--- src/rtl/pool_a1_cu.sv ---
// Control unit for the 2x2 / stride-2 pooling layer after conv1: walks the input map window by
// window, drives the pooling datapath and exchanges whole-map handshakes with both neighbours.
module pool_a1_cu #(
    parameter int IFM_SIZE              = 28,
    parameter int NUMBER_OF_IFM         = 6,
    parameter int MEM_LATENCY           = 1,
    parameter int IFM_SIZE_NEXT         = IFM_SIZE / 2,
    parameter int ADDRESS_SIZE_IFM      = $clog2(IFM_SIZE * IFM_SIZE),
    parameter int ADDRESS_SIZE_NEXT_IFM = $clog2(IFM_SIZE_NEXT * IFM_SIZE_NEXT),
    parameter int MAP_W                 = $clog2(NUMBER_OF_IFM)
) (
    input  logic                             clk,
    input  logic                             reset,
    input  logic                             start_from_previous,
    output logic                             end_to_previous,
    output logic                             ifm_sel_current,
    output logic                             ifm_enable_read_current,
    output logic [ADDRESS_SIZE_IFM-1:0]      ifm_address_read_current,
    output logic                             pool_clear,
    output logic                             pool_enable,
    output logic                             ifm_enable_write_next,
    output logic [ADDRESS_SIZE_NEXT_IFM-1:0] ifm_address_write_next,
    output logic                             ifm_sel_next,
    output logic                             start_to_next,
    input  logic                             end_from_next,
    output logic [MAP_W-1:0]                 map_index,
    output logic                             ready
);

    localparam int CNT_W = $clog2(IFM_SIZE_NEXT);

    localparam logic [1:0] IDLE  = 2'd0;
    localparam logic [1:0] READ  = 2'd1;
    localparam logic [1:0] DRAIN = 2'd2;

    localparam logic [CNT_W-1:0]                 LAST_RC  = CNT_W'(IFM_SIZE_NEXT - 1);
    localparam logic [ADDRESS_SIZE_NEXT_IFM-1:0] LAST_WR  = ADDRESS_SIZE_NEXT_IFM'(IFM_SIZE_NEXT * IFM_SIZE_NEXT - 1);
    localparam logic [MAP_W-1:0]                 LAST_MAP = MAP_W'(NUMBER_OF_IFM - 1);

    logic [1:0]                       state_q, state_d;
    logic [1:0]                       k_q, k_d;
    logic [CNT_W-1:0]                 col_q, col_d;
    logic [CNT_W-1:0]                 row_q, row_d;
    logic [MEM_LATENCY-1:0]           en_pipe_q, en_pipe_d;
    logic [MEM_LATENCY-1:0]           clr_pipe_q, clr_pipe_d;
    logic [MEM_LATENCY:0]             wr_pipe_q, wr_pipe_d;
    logic [ADDRESS_SIZE_NEXT_IFM-1:0] wr_addr_q, wr_addr_d;
    logic                             out_pending_q, out_pending_d;
    logic                             sel_cur_q, sel_cur_d;
    logic                             sel_next_q, sel_next_d;
    logic [MAP_W-1:0]                 map_q, map_d;

    logic rd_en;
    logic wr_en;
    logic last_write;
    logic handoff;

    assign rd_en      = (state_q == READ);
    assign wr_en      = wr_pipe_q[MEM_LATENCY];
    assign last_write = wr_en & (wr_addr_q == LAST_WR);
    assign handoff    = out_pending_q & end_from_next;

    // Window order: k walks the 2x2 window (k[0] = column offset, k[1] = row offset).
    assign ifm_address_read_current = ADDRESS_SIZE_IFM'(
        (2 * int'(row_q) + int'(k_q[1])) * IFM_SIZE + 2 * int'(col_q) + int'(k_q[0]));

    always_comb begin
        // NOTE: every variable gets a default first so no path leaves it unassigned (no latches).
        state_d       = state_q;
        k_d           = k_q;
        col_d         = col_q;
        row_d         = row_q;
        sel_cur_d     = sel_cur_q;
        map_d         = map_q;

        case (state_q)
            IDLE: begin
                if (start_from_previous && !out_pending_q) state_d = READ;
            end
            READ: begin
                k_d = k_q + 2'd1;
                if (k_q == 2'd3) begin
                    if (col_q == LAST_RC) begin
                        col_d = '0;
                        if (row_q == LAST_RC) begin
                            row_d   = '0;
                            state_d = DRAIN;
                        end else begin
                            row_d = row_q + 1'b1;
                        end
                    end else begin
                        col_d = col_q + 1'b1;
                    end
                end
            end
            DRAIN: begin
                if (last_write) begin
                    state_d   = IDLE;
                    sel_cur_d = ~sel_cur_q;
                    map_d     = (map_q == LAST_MAP) ? '0 : map_q + 1'b1;
                end
            end
            default: state_d = IDLE;
        endcase

        en_pipe_d[0]  = rd_en;
        clr_pipe_d[0] = rd_en & (k_q == 2'd0);
        wr_pipe_d[0]  = rd_en & (k_q == 2'd3);
        for (int i = 1; i < MEM_LATENCY; i++) begin
            en_pipe_d[i]  = en_pipe_q[i-1];
            clr_pipe_d[i] = clr_pipe_q[i-1];
        end
        // The write needs one more stage than the data: the accumulator registers the 4th element.
        for (int i = 1; i <= MEM_LATENCY; i++) begin
            wr_pipe_d[i] = wr_pipe_q[i-1];
        end

        wr_addr_d     = wr_en ? (last_write ? '0 : wr_addr_q + 1'b1) : wr_addr_q;
        out_pending_d = last_write | (out_pending_q & ~handoff);
        sel_next_d    = sel_next_q ^ handoff;
    end

    // NOTE: sequential state uses non-blocking assignments only; every flop clears on async reset.
    always_ff @(posedge clk or posedge reset) begin
        if (reset) begin
            state_q       <= IDLE;
            k_q           <= '0;
            col_q         <= '0;
            row_q         <= '0;
            en_pipe_q     <= '0;
            clr_pipe_q    <= '0;
            wr_pipe_q     <= '0;
            wr_addr_q     <= '0;
            out_pending_q <= 1'b0;
            sel_cur_q     <= 1'b0;
            sel_next_q    <= 1'b0;
            map_q         <= '0;
        end else begin
            state_q       <= state_d;
            k_q           <= k_d;
            col_q         <= col_d;
            row_q         <= row_d;
            en_pipe_q     <= en_pipe_d;
            clr_pipe_q    <= clr_pipe_d;
            wr_pipe_q     <= wr_pipe_d;
            wr_addr_q     <= wr_addr_d;
            out_pending_q <= out_pending_d;
            sel_cur_q     <= sel_cur_d;
            sel_next_q    <= sel_next_d;
            map_q         <= map_d;
        end
    end

    // IDLE-derived levels are masked by reset so every output reads 0 while reset is held.
    assign ready                   = ~reset & (state_q == IDLE);
    assign end_to_previous         = ~reset & (state_q == IDLE) & ~out_pending_q;
    assign ifm_enable_read_current = rd_en;
    assign pool_enable             = en_pipe_q[MEM_LATENCY-1];
    assign pool_clear              = clr_pipe_q[MEM_LATENCY-1];
    assign ifm_enable_write_next   = wr_en;
    assign ifm_address_write_next  = wr_addr_q;
    assign start_to_next           = handoff;
    assign ifm_sel_current         = sel_cur_q;
    assign ifm_sel_next            = sel_next_q;
    assign map_index               = map_q;

endmodule
--- config.mk ---
export PLATFORM = sky130hd
export DESIGN_NAME = pool_a1_cu
export DESIGN_NICKNAME = d
export VERILOG_FILES = /design/src/rtl/pool_a1_cu.sv
export SDC_FILE = /design/constraint.sdc
export NUM_CORES = 1
export LEC_CHECK = 0
export CAP_MARGIN = 0
export CORE_ASPECT_RATIO = 1.2
export CORE_MARGIN = 3
export CORE_UTILIZATION = 35
export CTS_BUF_LIST = sky130_fd_sc_hd__clkbuf_4
export DETAILED_ROUTE_END_ITERATION = 10
export DONT_BUFFER_PORTS = 1
export PLACE_DENSITY = 0.46
export SLEW_MARGIN = 10
export SYNTH_ARGS = -nofsm -noshare
export SYNTH_HDL_FRONTEND = slang
export SYNTH_SLANG_ARGS = --single-unit
--- constraint.sdc ---
create_clock -name clk -period 5.1 [get_ports clk]
set_input_delay 1.02 -clock clk [delete_from_list [all_inputs] [get_ports clk]]
set_output_delay 1.02 -clock clk [all_outputs]
set_load 0.02 [all_outputs]
* Word-level counts from Yosys, hierarchy flattened *
Cells that the tools add are included.

word-level totals
  input bits = 4
  register bits after elaboration = 30
  output and inout bits = 30
  logic and storage cells = 64
  memories kept = 0
  bits in read-only memories = 0
  memory bits (writable) = 0
  bits in latches = 0

operators by class
  multipliers = 1
  order comparisons = 0
  bitwise logic cells = 13
  divide/modulo/power cells = 0
  equality and inequality tests = 12
  muxes and demuxes = 10
  add/sub/neg operators = 8
  shifts and indexed selects = 0
  reductions and logical operators = 8

operators with widths
  cell                                               number
  adder 10 x 1 -> 10 bit                             1
  adder 10 x 5 -> 10 bit                             1
  2-to-1 mux 2 bit                                   5
  adder 4 x 1 -> 4 bit (second input constant)       2
  adder 8 x 1 -> 8 bit (second input constant)       1
  equality test 4 bit (second input constant)        2
  equality test 8 bit (second input constant)        1
  multiplier 6 x 3 -> 8 bit (second input constant)  1
  2-to-1 mux 4 bit                                   2
  2-to-1 mux 8 bit                                   1
  AND 1 bit                                          7
  adder 5 x 1 -> 6 bit                               1
  != test 2 x 1 -> 1 bit (second input constant)     3
  one-hot mux 2 bit (3 select lines)                 1
  AND reduction 5 bit                                1
  equality test 2 bit (second input constant)        2
  logical NOT 2 bit                                  2
  != test 2 bit (second input constant)              2
  NOT 1 bit                                          4
  AND reduction 2 bit                                2
  adder 3 x 1 -> 3 bit (second input constant)       1
  equality test 3 bit (second input constant)        1
  2-to-1 mux 3 bit                                   1
  AND reduction 3 bit                                1
  other kinds (6)                                    6

* Depth between registers and ports, before layout *
Gate-level depths: netlist of run 1.

  word-level depth = 5
  depth in mapped cells = 9
  gate-level depth less buffers = 9

* Worst setup path before layout of run 1 *
OpenSTA, ideal clock, no wires.

  kind = reg2out
  from = register row_q[0]
  to = output port ifm_address_read_current[9]
  arrival time = 2.536 ns
  data required time = 4.080 ns
  stages on the path, launching flop included = 10
  buffers on the path = 0
  path slack = 1.544 ns
  cells stage by stage = dfrtp_1 fa_1 ha_1 inv_1 fa_1 nand2b_1 a21oi_1 xor2_1 nand3_1 xor2_1

on the way
  word-level cells in the longest chain between the ends = 4

RTL lines
  item                       line  text
  start: declaration         43    logic [CNT_W-1:0] row_q, row_d;
  start signal: assignment   142   row_q <= row_d;
  adder 5 x 1 -> 6 bit       65    (2 * int'(row_q) + int'(k_q[1])) * IFM_SIZE + 2 * int'(col_q) + int'(k_q[0]));
  multiplier 6 x 3 -> 8 bit  65
  adder 10 x 5 -> 10 bit     65
  adder 10 x 1 -> 10 bit     65
  end: declaration           18    output logic [ADDRESS_SIZE_IFM-1:0] ifm_address_read_current,

Every way passes these cells.

* Worst setup path after layout of run 1 *
Same ends and word-level chain as after synthesis.

==> key figures, run 1 <==
STA
  • Slew Limit Fails: 0
  • Total negative setup slack: 0 ns
  • Final hold viol count: 0
  • Worst Max-Slew Pin Slew: 0.975 ns
  • Layout Skew: 0.00813 ns
  • Final setup vio count: 0
  • RSZ-0062 raised after global routing: no
  • Max-slew headroom: 0.344
  • FMAX: 246 MHz
  • Min Tclk post-route: 4.07 ns
  • Final period util: 0.798

Synthesis
  • Netlist cell types: 37
  • Top cell type's share of synthesized area: 0.416
  • Yosys warns: 0
  • Post-synth top flop: dfrtp_1
  • Ranking of synthesized cells by area: dfrtp_1 42%, ha_1 11%, xor2_1 6.8%
  • Most frequent cell after synthesis: dfrtp_1
  • Synth Instances: 166
  • Sequential share of the synthesized area: 0.416
  • Register bit total from synthesis: 30
  • Area leader, netlist: dfrtp_1
  • Synthesized cell area: around 1800 um^2
  • Post-synth ARST share: 1.00
  • Top cells by count, synth: 30 x dfrtp_1, 16 x ha_1, 14 x nor2_1, 14 x xor2_1
  • Average size of a mapped cell: ~11 um^2
  • Post-synth EDFFs: 0
  • Syn Nets: 192

Min path
  • Hold Crit Start: wr_pipe_q[0]
  • Hold Path Cell Cnt: 0
  • Worst Hold Path EP: wr_pipe_q[1]
  • Hold crit path type: reg -> reg

Placed design
  • PortBufs: 0
  • Routability congestion estimate from global placement: roughly 0.80
  • HPWL Detailed: 2510 um

Floorplanning
  • Chip height: approximately 85 um
  • Initial Utilization: 0.365
  • Io pins: 34
  • Die area: 6050 um^2
  • Row Count: 28
  • Die Wd: slightly above 70 um
  • Total core area: 4940 um^2

Global routing
  • Largest net degree at the start of global routing: 31
  • Initial antenna violation count: 0
  • Grt total ovfl: 0
  • First-pass GRT wire length: ~5700 um
  • Vias in the first global route: between 1,000 and 1,500
  • Total GRT Usage: 0.120

Setup path
  • Worst Path Required: 4.08 ns
  • R2R depth: 6
  • CP arrival: 3.05 ns
  • Startpoint type of the worst setup path: flop
  • RR Endpoint: map_index[2]
  • Element type at the critical path end: output port
  • Critical path peak fanout: 8
  • Reg2reg start: ifm_address_write_next[0]
  • R2r setup slk: 3.04 ns
  • Setup CP Type: reg -> out

Final layout
  • Fin nets: 194
  • Diode count: 0
  • Fillers: 489
  • Share of layout cells above drive strength 1: 0.107
  • Layout area overhead: 5.41%

Power
  • Clock share of power: 0.158
  • Sequential share of power: 0.484
  • Switching part of the total: 0.453
  • P_sw: 0.396 mW
  • PD cells: 461 nW/um^2
  • IR drop worst, VDD: just under 400 uV
  • Int Power: between 0.4 and 0.5 mW
  • Comb pwr share: 0.359
  • Total power: slightly below 0.9 mW
  • P_leak: about 0.96 nW

CTS
  • # H-tree levels: 2
  • Clock Sinks: 30
  • Clock Latency Late Sink: 0.33 ns
  • Hold buffer count at cts: 0
  • Clock buffer depth: 2
  • Worst-path clk slew: 0.10 ns
  • CTS root buffer: clkbuf_4
  • CTS tree: done
  • Number of gates resized after cts: 0
  • CTS Buf Count: 5
  • Post-CTS Setup Inserts: 0

Detailed routing
  • Antenna Nets Post-Route: 0
  • Initial DRC Count: approximately 80
  • Initial DRT Pass Iterations: 4
  • WL/cell: 14.4 um
  • Met1 WL: 1350 um
  • DRC viols: 0
  • Total wire length: 3290 um
  • Highest layer used for signal routing: met4
  • Routed wl met2: 1670 um
  • Vias: about 1,200
  • Met3 WL: between 200 and 250 um
  • Vias per inst: 5.14

Run
  • Max-Cap Viols: 0

Run status
  • Outcome: finished, final reports clean
-- layout make-up --
class	instances	area (um^2)	share of cell area
clock buffer	6	45.0	0.0237
tap	60	75.1	0.0395
inverter	10	37.5	0.0197
sequential	30	751	0.395
multi-input combinational	121	983	0.517
clock inverter	2	8.76	0.00461
-- power groups by stage --
stage	Combinational [mW]	Clock, mW	Sequential [mW]
2_1_floorplan	0.301	0	0.395
3_3_place_gp	0.316	0	0.426
3_5_place_dp	0.319	0	0.431
4_1_cts	0.322	0.147	0.426
5_1_grt	0.355	0.157	0.439
6_report	0.314	0.138	0.424
-- logic make-up (layout without fill, tap and decap cells) --
family | Yosys count | count (layout) | share of synthesized area
buf+inv | 15 | 18 | 0.0382
compound gates | 18 | 18 | 0.0590
flops | 30 | 30 | 0.416
mux | 6 | 6 | 0.0409
simple gates | 54 | 54 | 0.166
xor+xnor | 21 | 21 | 0.102
fa+ha+maj | 22 | 22 | 0.178
-- cell usage in the layout (no fill, tap or decap), types with 5 or more instances in the layout --
master and n:
dfrtp_1 30, ha_1 16, nor2_1 14, xor2_1 14
nand2_1 10, inv_1 9, a21oi_1 7, xnor2_1 7
fa_1 6, clkbuf_4 6, o21ai_0 5
-- registers in the layout (all words and copies together) (netlist names) --
signal                  cells
ifm_sel_next                1
state_q                     2
ifm_address_write_next      8
pool_clear                  1
pool_enable                 1
col_q                       4
out_pending_q               1
map_index                   3
wr_pipe_q                   2
k_q                         2
ifm_sel_current             1
row_q                       4
-- worst max-delay path by stage --
| stage | startpoint | endpoint | cells after the start |
|---|---|---|---|
| floorplan | row_q[0] | ifm_address_read_current[9] | 9 |
| global placement | row_q[0] | ifm_address_read_current[9] | 9 |
| detailed placement | row_q[0] | ifm_address_read_current[9] | 9 |
| CTS | row_q[0] | ifm_address_read_current[9] | 9 |
| global route | row_q[0] | ifm_address_read_current[9] | 9 |
| finish | row_q[0] | ifm_address_read_current[9] | 9 |
-- worst max-delay path: stages, from the launching register on --
cell and delay [ns]:
dfrtp_1 0.50, fa_1 0.55, ha_1 0.17, inv_1 0.06, fa_1 0.38, nand2b_1 0.16, a21oi_1 0.15, xor2_1 0.23
nand3_1 0.12, xor2_1 0.40
-- metal layers --
metal,up-vias,GRT usage
met1,579,0.135
met2,33,0.204
met3,5,0.0335
met5,-,0
met4,0,0.0598
li1,559,-
-- stage by stage --
| stage | area, um^2 | util | hold WS [ns] | instances | setup WS, ns |
|---|---|---|---|---|---|
| 4_1_cts | 1900 | 0.385 | 0.368 | 229 | 0.987 |
| 5_1_grt | 1900 | 0.385 | 0.380 | 229 | 0.822 |
| 6_report | 1900 | 0.385 | 0.367 | 229 | 1.03 |
| 3_3_place_gp | 1850 | 0.374 | 0.333 | 221 | 1.42 |
| 3_5_place_dp | 1850 | 0.374 | 0.338 | 221 | 1.37 |
| 2_1_floorplan | 1800 | - | 0.331 | 166 | 1.54 |
No activity file was read; power rests on OpenSTA's default activity.
==> run 2: changes to the inputs <==
==> constraint.sdc (replaced) <==
create_clock -name clk -period 4 [get_ports clk]
set_input_delay 0.8 -clock clk [delete_from_list [all_inputs] [get_ports clk]]
set_output_delay 0.8 -clock clk [all_outputs]
set_load 0.02 [all_outputs]
==> run 2 against run 1 <==
Clock skew is the same. Worst setup slack got worse by 0.81 ns. Clock-buffer cell count stayed put. Register-to-register slack got worse by 1.1 ns. Design area increased by 0.40%.
==> key figures, run 2 (same netlist as run 1, synthesis figures left out) <==
Detailed routing
  • Vias: between 1,000 and 1,500
  • Antenna Nets Post-Route: 0
  • Vias per inst: 5.13
  • Initial DRC Count: 77
  • WL/cell: 14.4 um
  • DRC viols: 0
  • Total wire length: 3290 um
  • Initial DRT Pass Iterations: 4

Setup path
  • Worst path cell trace: fa_1, ha_1, inv_1, fa_1, nand2b_1, a21oi_1, xor2_1, nand3_1, xor2_2
  • CP most frequent cell: fa_1
  • CP max stage cell: fa_1
  • Startpoint type of the worst setup path: flop
  • Reg2reg start: ifm_address_write_next[0]
  • CP arrival: 2.98 ns
  • Max incr delay on CP: 0.55 ns
  • Worst Setup SP: row_q[0]
  • Setup CP Type: reg -> out
  • Element type at the critical path end: output port
  • WP buf/inv: 1
  • Worst Path Required: 3.20 ns
  • Critical path peak fanout: 8
  • Worst path top cell family by delay: adder cells

Min path
  • Hold Crit Start: wr_pipe_q[0]
  • Hold crit path type: reg -> reg

Placed design
  • HPWL Detailed: 2510 um
  • PortBufs: 0
  • Place WS: between 0.4 and 0.5 ns
  • Routability congestion estimate from global placement: between 0.7 and 0.8

Floorplanning
  • Die area: 6050 um^2
  • Total core area: 4940 um^2
  • Initial Utilization: 0.365
  • Row Count: 28
  • Chip height: about 85 um
  • Io pins: 34
  • Die Wd: 71.5 um

Final layout
  • Commonest cells after routing, fill and taps aside: 30 x dfrtp_1, 16 x ha_1, 14 x nor2_1
  • Layout area overhead: 5.83%
  • Fillers: 489
  • Share of layout cells above drive strength 1: 0.112
  • Most common cell after layout, fill and taps aside: dfrtp_1
  • Diode count: 0
  • Max FFs per register: 8
  • Fin nets: 194
  • Final core utilization: 0.386

Power
  • IR drop worst, VDD: 501 uV
  • PD cells: 585 nW/um^2
  • P_leak: 0.960 nW
  • Total power: 1.12 mW

Global routing
  • Most used routing layer: met2
  • Initial antenna violation count: 0
  • Total GRT Usage: 0.120
  • Vias in the first global route: roughly 1,200
  • First-pass GRT wire length: 5730 um
  • Grt total ovfl: 0
  • M1 GR Usage: 0.135
  • Largest net degree at the start of global routing: 31
  • Grt met3 use: 0.0335
  • Met2 track utilization from global routing: 0.204

STA
  • Min Tclk post-route: 3.78 ns
  • FMAX: 264 MHz
  • Max-slew headroom: 0.344
  • Total negative setup slack: 0 ns
  • Slew Limit Fails: 0
  • Worst Max-Slew Pin Slew: 0.975 ns
  • RSZ-0062 raised after global routing: no
  • Final period util: 0.946
  • PnR worst setup slack: 0.217 ns
  • Final hold viol count: 0
  • Layout Skew: 0.00813 ns
  • Final setup vio count: 0

CTS
  • Clock Sinks: 30
  • Clock buffer depth: 2
  • Post-CTS Setup Inserts: 0
  • Worst-path clk slew: 0.10 ns
  • CTS root buffer: clkbuf_4
  • CTS tree: done
  • # H-tree levels: 2
  • Clock Latency Late Sink: 0.33 ns
  • CTS Buf Count: 5

Run status
  • Outcome: finished, final reports clean

Run
  • Max-Cap Viols: 0
[run 2: cell count changes in the layout (fill, tap and decap cells not counted)]
| cell | delta |
|---|---|
| xor2_1 | -1 |
| xor2_2 | +1 |
[run 2: layer usage]
metal | vias up | routed length, um
met4 | 0 | 59
met2 | 33 | 1670
li1 | 558 | -
met1 | 579 | 1360
met3 | 5 | 200
met5 | - | 0
[run 2: area by class of cell]
| class | instances | area [um^2] | share of cell area |
|---|---|---|---|
| clock buffer | 6 | 45.0 | 0.0236 |
| clock inverter | 2 | 8.76 | 0.00459 |
| inverter | 10 | 37.5 | 0.0197 |
| multi-input combinational | 121 | 991 | 0.519 |
| sequential | 30 | 751 | 0.393 |
| tap | 60 | 75.1 | 0.0393 |
[run 2: per-stage QoR]
stage	std cells	hold slack (ns)	cell area, um^2
6_report	229	0.367	1910
5_1_grt	229	0.380	1910
4_1_cts	229	0.368	1900
3_5_place_dp	221	0.338	1850
3_3_place_gp	221	0.333	1850
2_1_floorplan	166	0.331	1800
[run 2: final timing paths]
check	slack, ns	depth (start not counted)	to
max in group asynchronous	3.17	1	pool_enable
worst min-delay path	0.37	0	wr_pipe_q[1]
worst max register to register	1.94	6	map_index[2]
worst min register to register	0.37	0	wr_pipe_q[1]
worst max-delay path	0.22	9	ifm_address_read_current[9]
min in group asynchronous	0.42	1	state_q[1]
[run 2: what timing repair did]
| action | in CTS | in global routing |
|---|---|---|
| setup endpoints to repair | 0 | 1 |
| gates resized for setup | 0 | 1 |
| hold buffers | 0 | 0 |
[run 2: report_power, final]
group / internal [mW] / switching (mW)
Combinational: 0.163 / 0.238
Sequential: 0.376 / 0.164
Clock: 0.0727 / 0.103
Total: 0.611 / 0.505
[run 2: worst reg2reg max path: cells and delay by family, from the launching register on]
family	cells	cell delay [ns]
flip-flops	1	0.52
AND/OR/NAND/NOR	4	0.94
multiplexers	1	0.31
adder cells (fa/ha/maj)	1	0.19
==> run 3: changes to the inputs <==
--- a/config.mk
+++ b/config.mk
@@ -8,11 +8,11 @@
 export CAP_MARGIN = 0
 export CORE_ASPECT_RATIO = 1.2
 export CORE_MARGIN = 3
-export CORE_UTILIZATION = 35
+export CORE_UTILIZATION = 55
 export CTS_BUF_LIST = sky130_fd_sc_hd__clkbuf_4
 export DETAILED_ROUTE_END_ITERATION = 10
 export DONT_BUFFER_PORTS = 1
-export PLACE_DENSITY = 0.46
+export PLACE_DENSITY = 0.67
 export SLEW_MARGIN = 10
 export SYNTH_ARGS = -nofsm -noshare
 export SYNTH_HDL_FRONTEND = slang
==> run 3 against run 2 <==
Wire length is 9.1% lower. Sequential share of layout area increased by 0.76 points. Clock skew down 0.0032 ns. Critical endpoint unchanged. Highest routed layer unchanged.
==> key figures, run 3 (same netlist as run 1, synthesis figures left out) <==
CTS
  • CTS Buf Count: 5
  • Clock Sinks: 30
  • Worst-path clk slew: 0.09 ns
  • Number of gates resized after cts: 0
  • Hold buffer count at cts: 0
  • # H-tree levels: 2
  • CTS tree: done
  • Clock Latency Late Sink: 0.31 ns
  • Clock buffer depth: 2
  • Post-CTS Setup Inserts: 0
  • CTS root buffer: clkbuf_4

Setup path
  • RR Endpoint: map_index[1]
  • CP most frequent cell: fa_1
  • Critical path capture point: ifm_address_read_current[9]
  • R2r setup slk: 1.96 ns
  • Worst Path Required: 3.20 ns
  • Element type at the critical path end: output port
  • Startpoint type of the worst setup path: flop
  • Reg2reg start: ifm_address_write_next[0]
  • R2R depth: 6
  • Max incr delay on CP: 0.56 ns
  • CP arrival: 2.98 ns
  • Critical path peak fanout: 8
  • Worst Setup SP: row_q[0]
  • CP max stage cell: fa_1
  • Setup CP Type: reg -> out
  • Worst path cell trace: fa_1, ha_1, inv_1, fa_1, nand2b_1, a21oi_1, xor2_1, nand3_1, xor2_2

Detailed routing
  • Met1 WL: 1250 um
  • Highest layer used for signal routing: met4
  • Vias per inst: 5.55
  • Met3 WL: 150 um
  • Vias: 1,133
  • Routed wl met2: 1570 um
  • Initial DRC Count: 40
  • DRC viols: 0
  • Antenna Nets Post-Route: 0
  • Total wire length: 2990 um
  • Initial DRT Pass Iterations: 4
  • WL/cell: 14.7 um

Final layout
  • Commonest cells after routing, fill and taps aside: 30 x dfrtp_1, 16 x ha_1, 14 x nor2_1
  • Max FFs per register: 8
  • Diode count: 0
  • Final core utilization: 0.602
  • Share of layout cells above drive strength 1: 0.107
  • Fin nets: 194
  • Layout area overhead: 3.82%
  • Most common cell after layout, fill and taps aside: dfrtp_1

STA
  • FMAX: 265 MHz
  • RSZ-0062 raised after global routing: no
  • Final setup vio count: 0
  • Slew Limit Fails: 0
  • Min Tclk post-route: 3.78 ns
  • Final hold viol count: 0
  • Worst Max-Slew Pin Slew: about 1.1 ns
  • Layout Skew: about 0.0049 ns
  • Final period util: 0.945
  • Max-slew headroom: 0.284
  • Total negative setup slack: 0 ns

Floorplanning
  • Die Wd: 58.3 um
  • Initial Utilization: 0.580
  • Die area: 4000 um^2
  • Io pins: 34
  • Total core area: 3110 um^2
  • Row Count: 22
  • Chip height: 68.7 um

Power
  • P_leak: 0.959 nW
  • IR drop worst, VDD: 625 uV
  • PD cells: 586 nW/um^2

Global routing
  • Vias in the first global route: between 1,000 and 1,500
  • Initial antenna violation count: 0
  • Grt total ovfl: 0
  • First-pass GRT wire length: approximately 5200 um
  • Largest net degree at the start of global routing: 31
  • Total GRT Usage: 0.174

Placed design
  • Routability congestion estimate from global placement: ~0.80
  • HPWL Detailed: around 2300 um
  • PortBufs: 0

Run
  • Max-Cap Viols: 0

Run status
  • Outcome: finished, final reports clean

Min path
  • Hold crit path type: reg -> reg
-- run 3: power by group --
| part | leakage, nW | total (mW) | switching [mW] | internal [mW] |
|---|---|---|---|---|
| Clock | 0.0308 | 0.158 | 0.0945 | 0.0630 |
| Sequential | 0.388 | 0.535 | 0.159 | 0.376 |
| Combinational | 0.541 | 0.405 | 0.240 | 0.164 |
-- run 3: critical path, delay by kind of cell (launching register included) --
kind                     cells  cell delay, ns
AO/OA/AOI/OAI                1            0.15
XOR/XNOR                     2            0.53
adder cells (fa/ha/maj)      3            1.12
buffers and inverters        1            0.06
flip-flops                   1            0.50
AND/OR/NAND/NOR              2            0.30
-- run 3: routing by layer --
layer  track usage  up-vias
met5             0        -
met4        0.0783        0
met3        0.0503        2
met2         0.299       29
met1         0.201      551
li1              -      551
-- run 3: worst min path at each step --
stage                      start            to  slack [ns]  cells past startpoint
floorplan           wr_pipe_q[0]  wr_pipe_q[1]        0.33                      0
global placement    wr_pipe_q[0]  wr_pipe_q[1]        0.33                      0
detailed placement  wr_pipe_q[0]  wr_pipe_q[1]        0.34                      0
CTS                 wr_pipe_q[0]  wr_pipe_q[1]        0.36                      0
global route        wr_pipe_q[0]  wr_pipe_q[1]        0.37                      0
finish              wr_pipe_q[0]  wr_pipe_q[1]        0.36                      0
-- run 3: final cells by class --
| type | instances | area [um^2] |
|---|---|---|
| clock buffer | 5 | 37.5 |
| clock inverter | 2 | 10.0 |
| fill | 267 | 1240 |
| inverter | 10 | 37.5 |
| multi-input combinational | 121 | 991 |
| sequential | 30 | 751 |
| tap | 36 | 45.0 |
-- run 3: stage by stage --
step / worst slack, ns / cell area [um^2] / hold slack, ns / cells / power, mW
finish: 0.219 / 1870 / 0.357 / 204 / 1.10
global route: 0.0140 / 1870 / 0.371 / 204 / 1.19
CTS: 0.101 / 1860 / 0.362 / 204 / 1.12
detailed placement: 0.476 / 1820 / 0.340 / 197 / 0.955
global placement: 0.553 / 1820 / 0.332 / 197 / 0.935
floorplan: 0.664 / 1800 / 0.331 / 166 / 0.888
==> variant, RTL diff (config.mk and constraints of run 3) <==
Take the reset off `wr_addr_q` and load it in a clocked block of its own.
--- a/src/rtl/pool_a1_cu.sv
+++ b/src/rtl/pool_a1_cu.sv
@@ -132,3 +132,2 @@
             wr_pipe_q     <= '0;
-            wr_addr_q     <= '0;
             out_pending_q <= 1'b0;
@@ -145,3 +144,2 @@
             wr_pipe_q     <= wr_pipe_d;
-            wr_addr_q     <= wr_addr_d;
             out_pending_q <= out_pending_d;
@@ -151,2 +149,6 @@
         end
+    end
+
+    always_ff @(posedge clk) begin
+        wr_addr_q <= wr_addr_d;
     end
Behaviour: differs if reset is asserted again (counterexample within 10 cycles, from zero or initial values and one cycle with reset high); with reset held inactive, the same outputs for 10 cycles.
==> variant against run 3 <==
Design area grew 1.1%. Sequential cell count is the same. First-iteration DRC count grew 40%. Sequential power grew 12%. Global-route usage grew 0.16 points. Power grew 7.0%. Routed wire length grew 1.8%. Worst setup slack gained 4.1 ps. Synthesized area is essentially flat.
==> variant: results (changes against run 3) <==
* Status: complete, no violations
* Area share of xor/xnor cells in the synthesized design at 10.7% (+0.48 points)
* Total combinational power at 404 uW (about the same)
* Sw Share at 45.0% (about the same)
* Layout cell share with drive strength beyond 1 at 9.52% (-1.2 points)
* Via count at 1176 (+3.8%)
* Clock Skews at 11.4 ps (+6.46 ps)
* Reg2reg end: row_q[0]
* Tot GR Track Use at 17.6% (+0.16 points)
* Async S/R FF share, synth at 73.3% (-27 points)
* Sequential-to-total area share from yosys stat at 43.8% (+2.2 points)
* Post-synthesis compound-gate area fraction at 6.38% (+0.48 points)
* FF-to-FF Start: k_q[0]
* Die area at 4010 sq um (about the same)
* Syn nets at 189 (-1.6%)
* Post-synth EDFFs at 8 (+8)
* Vias per cell at 5.76 (+3.8%)
* DPL Wire Length at 2340 um (+1.1%)
* Number of distinct library cells after synthesis at 39 (+5.4%)
* Pin count of the biggest net entering global routing at 23 (-26%)
* Routed WL at 3040 um (+1.8%)
* PwrDens at 620 nW/um^2 (+5.8%)
* Detailed Route Iter0 Violations at 56 (+40%)
* Reg2Reg Depth at 4 (-2)
* Worst IR Drop VDD at 0.483 mV (-23%)
## variant: cell count changes in the layout (fill, tap and decap cells not counted), sizes merged, moves of 2 or more
cell	change
nand3	+3
nor3	+2
edfxtp	+8
mux2	-4
nand2b	+2
dfrtp	-8
## variant: layout make-up
class | count | area [sq um] | area share, %
multi-input combinational | 120 | 965 | 51.0
sequential | 30 | 791 | 41.8
tap | 36 | 45.0 | 2.38
clock buffer | 5 | 37.5 | 1.98
inverter | 10 | 37.5 | 1.98
clock inverter | 3 | 16.3 | 0.860
## variant: worst max path at each step
stage	startpoint	end	slack, ps
2_1_floorplan	row_q[0]	ifm_address_read_current[9]	660
3_3_place_gp	row_q[0]	ifm_address_read_current[9]	560
3_5_place_dp	row_q[0]	ifm_address_read_current[9]	480
4_1_cts	row_q[0]	ifm_address_read_current[9]	120
5_1_grt	row_q[0]	ifm_address_read_current[9]	8
6_report	row_q[0]	ifm_address_read_current[9]	220
## variant: critical path, delay by kind of cell, from the launching register on
kind	cells	cell delay (ps)
xor+xnor	2	520
buf+inv	1	50
simple gates	2	320
fa+ha+maj	3	1100
compound gates	1	150
flops	1	500
## variant: kinds of logic after synthesis
kind of cell | count (synthesis)
AOI/OAI and AO/OA | 19
xor gates and xnor gates | 22
adders and majority gates | 22
buffers and inverters | 13
DFF | 30
muxes | 2
and+or+nand+nor | 55
## variant: metal layers
metal	global-route usage, %	vias to the layer above	share of wire, %
met5	0	-	0
met4	6.09	0	1.1
met3	6.70	5	6.5
met2	29.9	35	52
met1	20.2	577	41
li1	-	559	-
## variant: through the flow
stage               setup slack, ps  utilization, %  hold slack [ps]
finish                          224            60.8              363
global route                   8.24            60.8              369
CTS                             115            60.6              365
detailed placement              484            58.8              346
global placement                562            58.8              335
floorplan                       664               -              331
